<file path="src/rtl/serial_mag_cmp_pkg.sv">
// serial_mag_cmp_pkg: shared state encoding, result bit positions and counter sizing
package serial_mag_cmp_pkg;
  typedef enum logic [1:0] {IDLE, RUN, DONE} state_t;
  localparam int R_EQ = 0;
  localparam int R_GT = 1;
  localparam int R_LT = 2;
  localparam int R_NE = 3;
  function automatic int cnt_w(input int n);
    return $clog2(n + 1);
  endfunction
endpackage

</file>
<file path="src/rtl/serial_mag_cmp_digit_cmp.sv">
// digit_cmp: combinational DIGIT-bit unsigned compare cell
module digit_cmp #(
  parameter int DIGIT = 1
) (
  input  logic [DIGIT-1:0] a,
  input  logic [DIGIT-1:0] b,
  output logic             d_eq,
  output logic             d_gt,
  output logic             d_lt
);
  assign d_eq = a == b;
  assign d_gt = a > b;
  assign d_lt = a < b;
endmodule

</file>
<file path="src/rtl/serial_mag_cmp.sv">
// serial_mag_cmp: MSB-first bit-serial magnitude comparator, optional SERIAL_MAG_CMP_EARLY_EXIT_EN
module serial_mag_cmp
  import serial_mag_cmp_pkg::*;
#(
  parameter int WIDTH = 8,
  parameter int DIGIT = 1
) (
  input  logic             clk,
  input  logic             rst,
  input  logic             start,
  input  logic [WIDTH-1:0] a,
  input  logic [WIDTH-1:0] b,
  output logic             busy,
  output logic             done,
  output logic             eq,
  output logic             gt,
  output logic             lt,
  output logic             ne
);
  localparam int N = WIDTH / DIGIT;
  localparam int CW = cnt_w(N);
`ifdef SERIAL_MAG_CMP_EARLY_EXIT_EN
  localparam bit EARLY_EXIT = 1'b1;
`else
  localparam bit EARLY_EXIT = 1'b0;
`endif
  if (WIDTH < 1 || DIGIT < 1 || WIDTH % DIGIT != 0) begin : g_bad_cfg
    $error("serial_mag_cmp: DIGIT must divide WIDTH exactly");
  end
  state_t           st;
  logic [WIDTH-1:0] sa, sb;
  logic [CW-1:0]    cnt;
  logic             dgt, dlt, c_eq, c_gt, c_lt, ng, nl, fin;
  logic [3:0]       res;
  digit_cmp #(.DIGIT(DIGIT)) u_cmp (
    .a    (sa[WIDTH-1 -: DIGIT]),
    .b    (sb[WIDTH-1 -: DIGIT]),
    .d_eq (c_eq),
    .d_gt (c_gt),
    .d_lt (c_lt)
  );
  assign ng  = dgt | (~dlt & c_gt);
  assign nl  = dlt | (~dgt & c_lt);
  assign fin = (cnt == CW'(N - 1)) | (EARLY_EXIT & ~c_eq);
  assign eq  = res[R_EQ];
  assign gt  = res[R_GT];
  assign lt  = res[R_LT];
  assign ne  = res[R_NE];
  // control FSM: capture on start, shift one digit per RUN cycle, latch results entering DONE
  always_ff @(posedge clk) begin
    if (rst) begin
      st   <= IDLE;
      sa   <= '0;
      sb   <= '0;
      cnt  <= '0;
      dgt  <= 1'b0;
      dlt  <= 1'b0;
      busy <= 1'b0;
      done <= 1'b0;
      res  <= '0;
    end else begin
      done <= 1'b0;
      case (st)
        IDLE: if (start) begin
          sa   <= a;
          sb   <= b;
          cnt  <= '0;
          dgt  <= 1'b0;
          dlt  <= 1'b0;
          busy <= 1'b1;
          st   <= RUN;
        end
        RUN: begin
          sa  <= sa << DIGIT;
          sb  <= sb << DIGIT;
          cnt <= cnt + 1'b1;
          dgt <= ng;
          dlt <= nl;
          if (fin) begin
            st        <= DONE;
            done      <= 1'b1;
            res[R_EQ] <= ~(ng | nl);
            res[R_GT] <= ng;
            res[R_LT] <= nl;
            res[R_NE] <= ng | nl;
          end
        end
        DONE: begin
          st   <= IDLE;
          busy <= 1'b0;
        end
        default: st <= IDLE;
      endcase
    end
  end
endmodule

</file>
<file path="config.mk">
export PLATFORM = sky130hd
export DESIGN_NAME = serial_mag_cmp
export DESIGN_NICKNAME = d
export VERILOG_FILES = /design/src/rtl/serial_mag_cmp_pkg.sv /design/src/rtl/serial_mag_cmp_digit_cmp.sv /design/src/rtl/serial_mag_cmp.sv
export SDC_FILE = /design/constraint.sdc
export NUM_CORES = 1
export LEC_CHECK = 0
export CAP_MARGIN = 20
export CORE_MARGIN = 4
export CORE_UTILIZATION = 50
export CTS_CLUSTER_SIZE = 24
export DETAILED_ROUTE_END_ITERATION = 16
export PLACE_DENSITY = 0.77
export SYNTH_ARGS = -nofsm -noshare
export SYNTH_HDL_FRONTEND = slang
export SYNTH_SLANG_ARGS = --single-unit
export TNS_END_PERCENT = 20
</file>
<file path="constraint.sdc">
create_clock -name clk -period 1.6 [get_ports clk]
set_input_delay 0.16 -clock clk [delete_from_list [all_inputs] [get_ports clk]]
set_output_delay 0.16 -clock clk [all_outputs]
set_load 0.01 [all_outputs]
</file>
=== After elaboration in Yosys (flattened, before gate mapping) ===
Cells that the tools add are included.

* Word-level logic and storage cells: 49
* Register bits after elaboration: 30

* Magnitude comparators: 2
* Multiplexer cells: 15
* Equal/unequal tests: 5
* Bitwise operators: 9
* $add $sub $neg: 1
* Reduce and logical (&&, ||, !) cells: 8

{| class="wikitable"
|+ Operators with widths
! cell !! count
|-
| $pmux W8 S2 || 2
|-
| $mux W8 || 2
|-
| $pmux W4 S2 || 1
|-
| $reduce_and A2 Y1 || 4
|-
| $pmux W1 S2 || 3
|-
| $add A4 B1 Y4 const B || 1
|-
| $eq A4 B3 Y1 const B || 1
|-
| $mux W2 || 2
|-
| $mux W4 || 1
|-
| $ne A2 B2 Y1 const B || 2
|-
| $not A1 Y1 || 4
|-
| $pmux W2 S2 || 1
|-
| $reduce_bool A2 Y1 || 2
|-
| $mux W1 || 3
|-
| $or A1 B1 Y1 || 3
|-
| $and A1 B1 Y1 || 2
|-
| $eq A2 B1 Y1 const B || 1
|-
| $eq A2 B2 Y1 const B || 1
|-
| $logic_not A2 Y1 || 1
|-
| $reduce_or A2 Y1 || 1
|-
| $gt A1 B1 Y1 || 1
|-
| $lt A1 B1 Y1 || 1
|}

=== Longest topological paths before layout ===
Gate-level depths: netlist of the first run.

* Depth in word-level cells: 5
* Mapped depth: 5

=== Hierarchy ===
A second synthesis of the first run with hierarchy kept.

* Cells, all modules: 153
* Area total of the unflattened synthesis: 1347.5 µm²

{| class="wikitable"
|+ By module, submodules not included
! module !! cells each !! instances !! area an instance (µm²)
|-
| serial_mag_cmp || 149 || 1 || 1315.0
|-
| digit_cmp || 4 || 1 || 32.5
|}

=== Least setup slack after synthesis of the first run ===
Ideal clock, no wire load.

* Path kind: register -> register
* Start point: register st[1]
* End point: register sa[1]
* Library setup time: 0.139 ns
* Path slack: 0.348 ns
* Required time: 1.461 ns
* Period minus slack after synthesis: 1.252 ns
* Stages on the path, launching flop included: 6
* Data arrival time: 1.113 ns
* Cell sequence: dfxtp_1 -> or3b_1 -> buf_6 -> buf_12 -> nor2_2 -> nor4_2

* Cells in the longest elaborated chain, start to end: 3

{| class="wikitable"
|+ RTL lines
! item !! line !! source
|-
| start: declaration || serial_mag_cmp.sv:30 || <nowiki>state_t st;</nowiki>
|-
| start signal: assignment || serial_mag_cmp.sv:52 || <nowiki>st <= IDLE;</nowiki>
|-
| start signal: assignment || serial_mag_cmp.sv:71 || <nowiki>st <= RUN;</nowiki>
|-
| start signal: assignment || serial_mag_cmp.sv:80 || <nowiki>st <= DONE;</nowiki>
|-
| $eq A2 B1 Y1 or $logic_not A2 Y1 (tied branches) || serial_mag_cmp.sv:63 || <nowiki>case (st)</nowiki>
|-
| $reduce_bool A2 Y1 (no source line) or $ne A2 B2 Y1 (tied branches) || -- ||
|-
| $reduce_and A2 Y1 (no source line) || -- ||
|-
| end signal: assignment || serial_mag_cmp.sv:74 || <nowiki>sa <= sa << DIGIT;</nowiki>
|-
| end: declaration || serial_mag_cmp.sv:31 || <nowiki>logic [WIDTH-1:0] sa, sb;</nowiki>
|}

Parallel ways exist; a longest one is shown, timed or not.
A chain may end at the register's enable or synchronous reset.

=== Final worst setup path of the first run ===
* Start point: register res[1]
* End point: output gt

{| class="wikitable"
|+ RTL lines
! item !! line !! source
|-
| start: declaration || serial_mag_cmp.sv:34 || <nowiki>logic [3:0] res;</nowiki>
|-
| start signal: indexed assignment || serial_mag_cmp.sv:82 || <nowiki>res[R_EQ] <= ~(ng | nl);</nowiki>
|-
| start signal: indexed assignment || serial_mag_cmp.sv:83 || <nowiki>res[R_GT] <= ng;</nowiki>
|-
| start signal: indexed assignment || serial_mag_cmp.sv:84 || <nowiki>res[R_LT] <= nl;</nowiki>
|-
| end: declaration || serial_mag_cmp.sv:16 || <nowiki>output logic gt,</nowiki>
|}

No word-level cell between the ends.

==> results of run 1 <==
==> routing by layer <==
layer,up-vias,GRT usage (%),share of wire (%)
li1,579,-,-
met1,539,20.3,47
met2,23,27.3,47
met3,7,7.63,3.6
met4,0,7.91,1.9
met5,-,0,0
==> cells in the final DEF, fill, tap and decap left out, types with 4 or more instances in the layout <==
cell             synthesis  final
nor4_2                   6      6
a21oi_1                  9      9
clkdlybuf4s50_1          0     24
nor2_1                  43     43
nor2_2                   5      5
dfxtp_1                 30     30
nor4_1                  10     10
nand2_1                  5      5
clkbuf_4                 0      5
buf_4                    0      5
a211oi_1                 4      4
==> worst paths after layout <==
kind / startpoint / endpoint / slack, ns
max: res[1] / gt / 0.22
min: a[0] / sa[0] / 0.38
max reg2reg: cnt[1] / res[0] / 0.23
min reg2reg: sa[0] / sa[0] / 0.47
==> power by group through the flow <==
stage	clock network [mW]	registers [mW]	logic, mW
2_1_floorplan	0	0.835	0.167
3_3_place_gp	0	0.840	0.252
3_5_place_dp	0	0.842	0.259
4_1_cts	0.597	0.825	0.260
5_1_grt	0.630	0.831	0.286
6_report	0.583	0.825	0.258
==> sequential cells by signal, indices dropped and copies added, names as in the netlist <==
register  cells
st            2
dlt           1
sa            8
cnt           4
busy          1
dgt           1
res           4
done          1
sb            8
==> logic make-up (layout without fill, tap and decap cells) <==
logic type	count (synthesis)	in the layout
AND/OR/NAND/NOR	89	89
multiplexers	2	2
adder cells (fa/ha/maj)	1	1
XOR/XNOR	1	1
buffers and inverters	10	40
AO/OA/AOI/OAI	17	17
flip-flops	30	30
==> metrics by stage <==
step / worst slack, ns / hold WS (ns) / power (mW) / cells
5_1_grt: 0.109 / 0.370 / 1.75 / 210
3_3_place_gp: 0.0977 / 0.452 / 1.09 / 202
3_5_place_dp: 0.0429 / 0.459 / 1.10 / 202
4_1_cts: 0.197 / 0.366 / 1.68 / 210
6_report: 0.219 / 0.384 / 1.67 / 210
2_1_floorplan: 0.348 / 0.296 / 1.00 / 150
==> cell type report <==
class                      count  area share (%)
timing repair buffer          31            18.8
clock inverter                 1            1.77
tap                           30            2.22
clock buffer                   7            2.66
sequential                    30            35.5
multi-input combinational    110            38.9
inverter                       1           0.222
==> run metrics, run 1 <==
status finished, final reports clean; Starting Density between 50% and 60%; switching power between 0.4 and 0.5 mW; Max Cap Viol 0; top cell type's share of synthesized area between 40% and 50%; LEAKAGE approximately 0.64 nW; Hold Vio Cnt, Final 0; Final GP Congestion 0.757; Adder-Cell Fraction of Synth Area less than 1%; Filler Cells Inserted 208; largest family of logic cells by synthesized area simple AND/OR/NAND/NOR gates; CTS clk-pin slew, worst paths 0.09 ns; Die X 59.5 um; min cycle time layout between 1 and 1.5 ns; Critical Path Max Stage Delay 0.54 ns; io pins 25; switching portion of total power 24.7%; worst path arrival time between 1 and 1.5 ns; initial antenna violation count 0; fin util 67.7%; die area 3540 um^2; WP depth 1; nets 199; DRC 0; Clock Path Buffers 2; startpoint types flip-flop; compound-cell area share of the yosys netlist 8.77%; Buffers on Ports 24; Slowest cell on crit path clkdlybuf4s50_1; post-synthesis register bit count 30; VDD IR max 0.00102 V; Syn Nets 170; n_diodes 0; GRT Util Overall 17.4%; Synth top cells by count nor2_1 (43), dfxtp_1 (30), nor4_1 (10), a21oi_1 (9), nor4_2 (6); first-pass GRT wire length 4510 um; Crit path max-delay family buffers and inverters; Final setup viols 0; Req. time, crit path between 1 and 1.5 ns; # rows 18; Syn Std Cell Area approximately 1300 um^2; CP Cell Sequence clkdlybuf4s50_1; cell area after placement 1620 um^2; Worst Setup End Kind output port; area taken by flip-flops and latches 601 um^2; Slew HR 73.9%; core area approximately 2500 um^2; DP Wirelength 2020 um; DRT iter0 DRCs 33; worst-margin pin slew 0.391 ns; syn_area_per_cell between 8 and 9 um^2; Cells after Synth 150; Routed wire per std cell 13.1 um; xor/xnor share of the synthesized area 0.660%; Multi-input gate area 658 um^2; Layout area overhead 27.6%; H-tree depth 2; hold_buf cts 0; vias in the first global route 1037; post-synthesis simple-gate area fraction 37.6%; CTS resizes 0; Synth Flop Type dfxtp_1; Warnings, synthesis 0; area leader, netlist dfxtp_1; Seq/Total Area, Yosys 45.3%; aggregate global routing overflow 0; worst hold path class input pin to flip-flop; count of flip-flops with a built-in enable after synthesis 0; Comb power frac 15.5%; sequential share of power 49.5%; asr flop ratio synth 0%; CP Max Fanout 2; Pre-antenna DRT Iters 4; Post-Route Setup TNS 0 ns; via count 1148; CTS tree yes; clock share of power 35.0%; mux cell area share after synthesis 1.60%; # Post-CTS Setup Buffers 0; number of routed nets with antenna violations 0; Min-Delay Path Depth 3; Crit Path Class flip-flop to output port; Non-Filler Cell Area, Final 1690 um^2; power per cell area roughly 980 nW/um^2; reg2reg path depth 4; share of post-route cells with drive strength above 1 18.3%; Fin Clk Skew 0.0154 ns; Synth area leaders dfxtp_1 (45%), nor2_1 (12%), nor4_2 (5.7%); Synth cell types 33; total CTS buffers 5; RSZ-0062 raised after global routing no; f_max 724 MHz; Skew-Pair Late Insertion Delay 0.33 ns; largest net degree at the start of global routing 20; CTS Root Cell clkbuf_4; Power Internal 1.26 mW; WL final about 2700 um; clock sinks 30; vias per inst ~5.5; cell with the most instances after synthesis nor2_1; fin. max-slew vios 0; Buf/Inv on CP 1; crit share post-route 86.3%; die height 59.5 um
(Power assumes the default switching activity.)
==> run 2: changes to the inputs <==
Settings changed: CAP_MARGIN 20 to unset.
==> results of run 2 <==
No change in the layout: final DEF, timing and power equal those of run 1.
